File: src/rtl/pipe_stage_hs_pkg.sv
// Shared definitions for the valid/ready pipeline stage: default bundle widths,
// the control NOP encoding and the steer selector for the main slot.
package pipe_stage_hs_pkg;

    localparam int PIPE_CTRL_W = 8;
    localparam int PIPE_DATA_W = 128;

    // Every stage instance presents this control value while it holds no valid beat.
    localparam logic [PIPE_CTRL_W-1:0] PIPE_CTRL_NOP = '0;

    typedef enum logic [1:0] {
        SRC_HOLD = 2'd0,
        SRC_IN   = 2'd1,
        SRC_SKID = 2'd2
    } main_src_e;

    function automatic logic hs_fire(input logic valid, input logic ready);
        return valid & ready;
    endfunction

endpackage

File: src/rtl/pipe_slot.sv
// One pipeline register set: valid bit plus control and data bundles, with
// load and clear controls. Clearing forces the NOP control and keeps the data.
module pipe_slot
    import pipe_stage_hs_pkg::*;
#(
    parameter int                CTRL_W   = PIPE_CTRL_W,
    parameter int                DATA_W   = PIPE_DATA_W,
    parameter logic [CTRL_W-1:0] CTRL_NOP = '0
) (
    input  logic              clk,
    input  logic              rst,
    input  logic              load,
    input  logic              clear,
    input  logic [CTRL_W-1:0] d_ctrl,
    input  logic [DATA_W-1:0] d_data,
    output logic              valid,
    output logic [CTRL_W-1:0] ctrl,
    output logic [DATA_W-1:0] data
);

    // NOTE: non-blocking assignments so every flop samples pre-edge values; clear is
    // checked before load so a flush wins over a beat arriving on the same edge.
    always_ff @(posedge clk or posedge rst) begin
        if (rst) begin
            valid <= 1'b0;
            ctrl  <= CTRL_NOP;
            data  <= '0;
        end else if (clear) begin
            valid <= 1'b0;
            ctrl  <= CTRL_NOP;
        end else if (load) begin
            valid <= 1'b1;
            ctrl  <= d_ctrl;
            data  <= d_data;
        end
    end

endmodule

File: src/rtl/pipe_stage_hs.sv
// Valid/ready pipeline stage register with synchronous flush-to-bubble.
// Define PIPE_SKID_EN to add a skid slot and break the out_ready -> in_ready path.
module pipe_stage_hs
    import pipe_stage_hs_pkg::*;
#(
    parameter int                CTRL_W   = PIPE_CTRL_W,
    parameter int                DATA_W   = PIPE_DATA_W,
    parameter logic [CTRL_W-1:0] CTRL_NOP = CTRL_W'(PIPE_CTRL_NOP)
) (
    input  logic              clk,
    input  logic              rst,
    input  logic              flush,
    input  logic              in_valid,
    output logic              in_ready,
    input  logic [CTRL_W-1:0] in_ctrl,
    input  logic [DATA_W-1:0] in_data,
    output logic              out_valid,
    input  logic              out_ready,
    output logic [CTRL_W-1:0] out_ctrl,
    output logic [DATA_W-1:0] out_data
);

    logic              in_fire;
    logic              out_fire;
    logic              main_valid;
    logic              main_load;
    logic              main_clear;
    logic [CTRL_W-1:0] main_ctrl;
    logic [DATA_W-1:0] main_data;
    logic [CTRL_W-1:0] main_d_ctrl;
    logic [DATA_W-1:0] main_d_data;

    assign in_fire  = hs_fire(in_valid, in_ready);
    assign out_fire = hs_fire(main_valid, out_ready);

`ifdef PIPE_SKID_EN
    logic              skid_valid;
    logic              skid_load;
    logic              skid_clear;
    logic [CTRL_W-1:0] skid_ctrl;
    logic [DATA_W-1:0] skid_data;
    main_src_e         main_src;

    // in_ready comes straight from the skid flop, so it never depends on out_ready.
    assign in_ready = ~skid_valid;

    // NOTE: every variable gets a default first so no path through the block infers a latch.
    always_comb begin
        main_src    = SRC_HOLD;
        main_d_ctrl = in_ctrl;
        main_d_data = in_data;
        if (out_fire && skid_valid) begin
            main_src    = SRC_SKID;
            main_d_ctrl = skid_ctrl;
            main_d_data = skid_data;
        end else if (in_fire && (!main_valid || out_fire)) begin
            main_src    = SRC_IN;
        end
        main_load  = (main_src != SRC_HOLD);
        main_clear = flush | (out_fire & (main_src == SRC_HOLD));
        skid_load  = in_fire & main_valid & ~out_fire;
        skid_clear = flush | (out_fire & skid_valid);
    end

    pipe_slot #(
        .CTRL_W   (CTRL_W),
        .DATA_W   (DATA_W),
        .CTRL_NOP (CTRL_NOP)
    ) u_skid (
        .clk    (clk),
        .rst    (rst),
        .load   (skid_load),
        .clear  (skid_clear),
        .d_ctrl (in_ctrl),
        .d_data (in_data),
        .valid  (skid_valid),
        .ctrl   (skid_ctrl),
        .data   (skid_data)
    );
`else
    assign in_ready    = out_ready | ~main_valid;
    assign main_load   = in_fire;
    assign main_clear  = flush | (out_fire & ~in_fire);
    assign main_d_ctrl = in_ctrl;
    assign main_d_data = in_data;
`endif

    pipe_slot #(
        .CTRL_W   (CTRL_W),
        .DATA_W   (DATA_W),
        .CTRL_NOP (CTRL_NOP)
    ) u_main (
        .clk    (clk),
        .rst    (rst),
        .load   (main_load),
        .clear  (main_clear),
        .d_ctrl (main_d_ctrl),
        .d_data (main_d_data),
        .valid  (main_valid),
        .ctrl   (main_ctrl),
        .data   (main_data)
    );

    assign out_valid = main_valid;
    assign out_ctrl  = main_ctrl;
    assign out_data  = main_data;

endmodule
File: config.mk
export PLATFORM = sky130hd
export DESIGN_NAME = pipe_stage_hs
export DESIGN_NICKNAME = d
export VERILOG_FILES = /design/src/rtl/pipe_stage_hs_pkg.sv /design/src/rtl/pipe_slot.sv /design/src/rtl/pipe_stage_hs.sv
export SDC_FILE = /design/constraint.sdc
export NUM_CORES = 1
export LEC_CHECK = 0
export CELL_PAD_IN_SITES_DETAIL_PLACEMENT = 0
export CELL_PAD_IN_SITES_GLOBAL_PLACEMENT = 1
export CORE_UTILIZATION = 27
export DETAILED_ROUTE_END_ITERATION = 10
export GPL_TIMING_DRIVEN = 0
export PLACE_DENSITY = 0.8
export SLEW_MARGIN = 20
export SYNTH_ARGS = -nofsm -noshare
export SYNTH_HDL_FRONTEND = slang
export SYNTH_SLANG_ARGS = --single-unit
File: constraint.sdc
create_clock -name clk -period 4 [get_ports clk]
set_input_delay 0.6 -clock clk [delete_from_list [all_inputs] [get_ports clk]]
set_output_delay 0.6 -clock clk [all_outputs]
set_load 0.1 [all_outputs]
==> flow_metrics.tcl <==
set metrics [dict create \
    status "finished, final reports clean" \
    rsz0062_at_grt "no" \
    placedInstanceArea_um2 8350 \
    routed_wirelength_mm 13.6 \
    portBuffers 277 \
    period_needed_ns 3.12 \
    final_nets 745 \
    design_area_um2 8940 \
    synth_area_per_cell_um2 17.1 \
    syn_nets 445 \
    vias 3692 \
    die_width_um 141 \
    grt_max_degree 35 \
    yosysWarnings 0 \
    power.leakage_nw 3.63 \
    area_growth_pct 72.1 \
    cts_buffers 17 \
    postRouteAntennaNets 0 \
    finalSetupTns_ns 0 \
    die_h_um 141 \
    ctsLongestPathBuffers 2 \
    dp_hpwl_mm 10.4 \
    globalplace.congestion 0.716 \
    synth.top_cells.by_area "dfrtp_1 (66%), mux2_2 (28%), buf_6 (3.0%)" \
    grt_first_pass_wirelength_mm 21.5 \
    antenna_found_initial 0 \
    worstMarginPinSlew_ns 1.04 \
    period_share_pct 77.9 \
    ys_seq_area_share_pct 66.0 \
    drtPass1Iterations 4 \
    crit_fanout 9 \
    cts_setup_buffers 0 \
    finalSetupViolations 0 \
    clock-root-buffer "clkbuf_16" \
    drive_above_1_share_pct 29.2 \
    wire_per_inst_um 16.0 \
    reg2reg_depth 5 \
    synth_top_area_share_pct 66.0 \
    clk_pin_slew_ns 0.06 \
    hold_viol_final 0 \
    max_cap_viol_count 0 \
    core-area_um2 18800 \
    netlist_area_um2 5200 \
    track_usage_pct 14.2 \
    yosysTopAreaCell "dfrtp_1" \
    worstSetupPathType "in -> out" \
    critPathLaunchType "input port" \
    crit_path_end_kind "output pin" \
    holdBufCountCts 0 \
    first_global_vias 4057 \
    grt_overflow 0 \
    start_util_pct 27.7 \
    ir_drop_v 0.000292 \
    min_path_type "in -> reg" \
    via_per_inst 4.34 \
    diodes 0 \
    cts_tree "yes" \
    powerDensity_nw_per_um2 666 \
    fin_util_pct 47.6 \
    holdWs_ns 0.406 \
    synth_cells 304 \
    cts.htree.levels 4 \
    numClockSinks 137 \
    min_path_cells 2 \
    ys_ff_latch 137 \
    synthDistinctLibCells 12 \
    slew_headroom_pct 30.7 \
    clk_latency_ns 0.41 \
    slew_viol_final 0 \
    fmax_mhz 321 \
    worst_clock_skew_ns 0.00751 \
    drt_iter0_drc 57 \
    required_ns 3.40 \
    io_pins 279 \
    arrival_ns 2.52 \
    cts_resized 0 \
    rows 50 \
    die_area_um2 19800 \
    drc_errors 0 \
]
## placed cells by master (no fill, tap or decap), drive strengths merged
cell,Yosys,layout
mux2,128,128
clkdlybuf4s50,0,277
nor2b,1,1
a32oi,8,8
nor2,10,10
dfrtp,137,137
clkinv,1,3
buf,15,19
mux2i,1,1
nor3b,1,1
clkbuf,1,21
clkinvlp,0,6
bufinv,0,2
inv,1,3
## cells by family after synthesis
family	synth area share [%]
AO/OA/AOI/OAI	1.35
buffers and inverters	3.39
flip-flops	66.0
multiplexers	27.9
AND/OR/NAND/NOR	1.35
## where the power goes
part | internal (mW) | total (mW) | leakage, nW | switching (mW)
Clock | 0.942 | 1.56 | 0.270 | 0.618
Combinational | 0.697 | 2.67 | 1.74 | 1.97
Sequential | 1.61 | 1.73 | 1.63 | 0.114
Total | 3.25 | 5.95 | 3.63 | 2.70
## flip-flops by register name, summed over array words and instances (netlist names)
register and count:
u_main.ctrl 8, u_main.data 128, u_main.valid 1
## per-stage QoR
step	setup WS [ns]	std cells	total power, mW
finish	0.884	851	5.95
CTS	0.881	851	6.03
detailed placement	0.883	819	4.43
floorplan	1.38	304	3.71
global route	0.820	851	6.17
global placement	0.552	815	4.39
## path summary, 6_finish.rpt
kind,start,endpoint,slack (ns)
min in group asynchronous,rst,u_main.data[51]$_DFFE_PP0P_,0.58
worst max-delay path,out_ready,in_ready,0.88
max in group asynchronous,rst,u_main.data[20]$_DFFE_PP0P_,2.61
worst max register to register,u_main.valid$_DFFE_PP0P_,u_main.data[70]$_DFFE_PP0P_,2.37
worst min register to register,u_main.data[80]$_DFFE_PP0P_,u_main.data[80]$_DFFE_PP0P_,0.50
worst min-delay path,flush,u_main.ctrl[0]$_DFFE_PP0P_,0.41
## synthesized netlist by cell type
| master | count |
|---|---|
| a32oi_1 | 8 |
| clkbuf_1 | 1 |
| nor2_1 | 10 |
| buf_6 | 14 |
| mux2_2 | 128 |
| nor3b_4 | 1 |
| mux2i_1 | 1 |
| clkinv_1 | 1 |
| dfrtp_1 | 137 |
| nor2b_4 | 1 |
| buf_4 | 1 |
| inv_1 | 1 |
## worst max-delay path, cell delays in order
cell             delay (ns)
clkdlybuf4s50_1        0.53
nor2b_4                0.07
clkinv_1               0.15
clkdlybuf4s50_1        1.17
## metal layers
layer / routed length (µm) / GRT usage, % / vias to the layer above
met5: 0 / 0 / -
met4: 233 / 5.61 / 0
met3: 1190 / 5.98 / 20
met2: 6960 / 24.1 / 165
met1: 5260 / 15.8 / 1830
li1: - / - / 1677
## layout make-up
class	instances	area, µm²
Tap cell	234	293
Clock inverter	12	141
Clock buffer	20	447
Fill cell	1642	9830
Sequential cell	137	3430
Inverter	2	11.3
Multi-Input combinational cell	149	1590
Timing Repair Buffer	281	2860
Buffer	16	169
(Power assumes the default switching activity.)
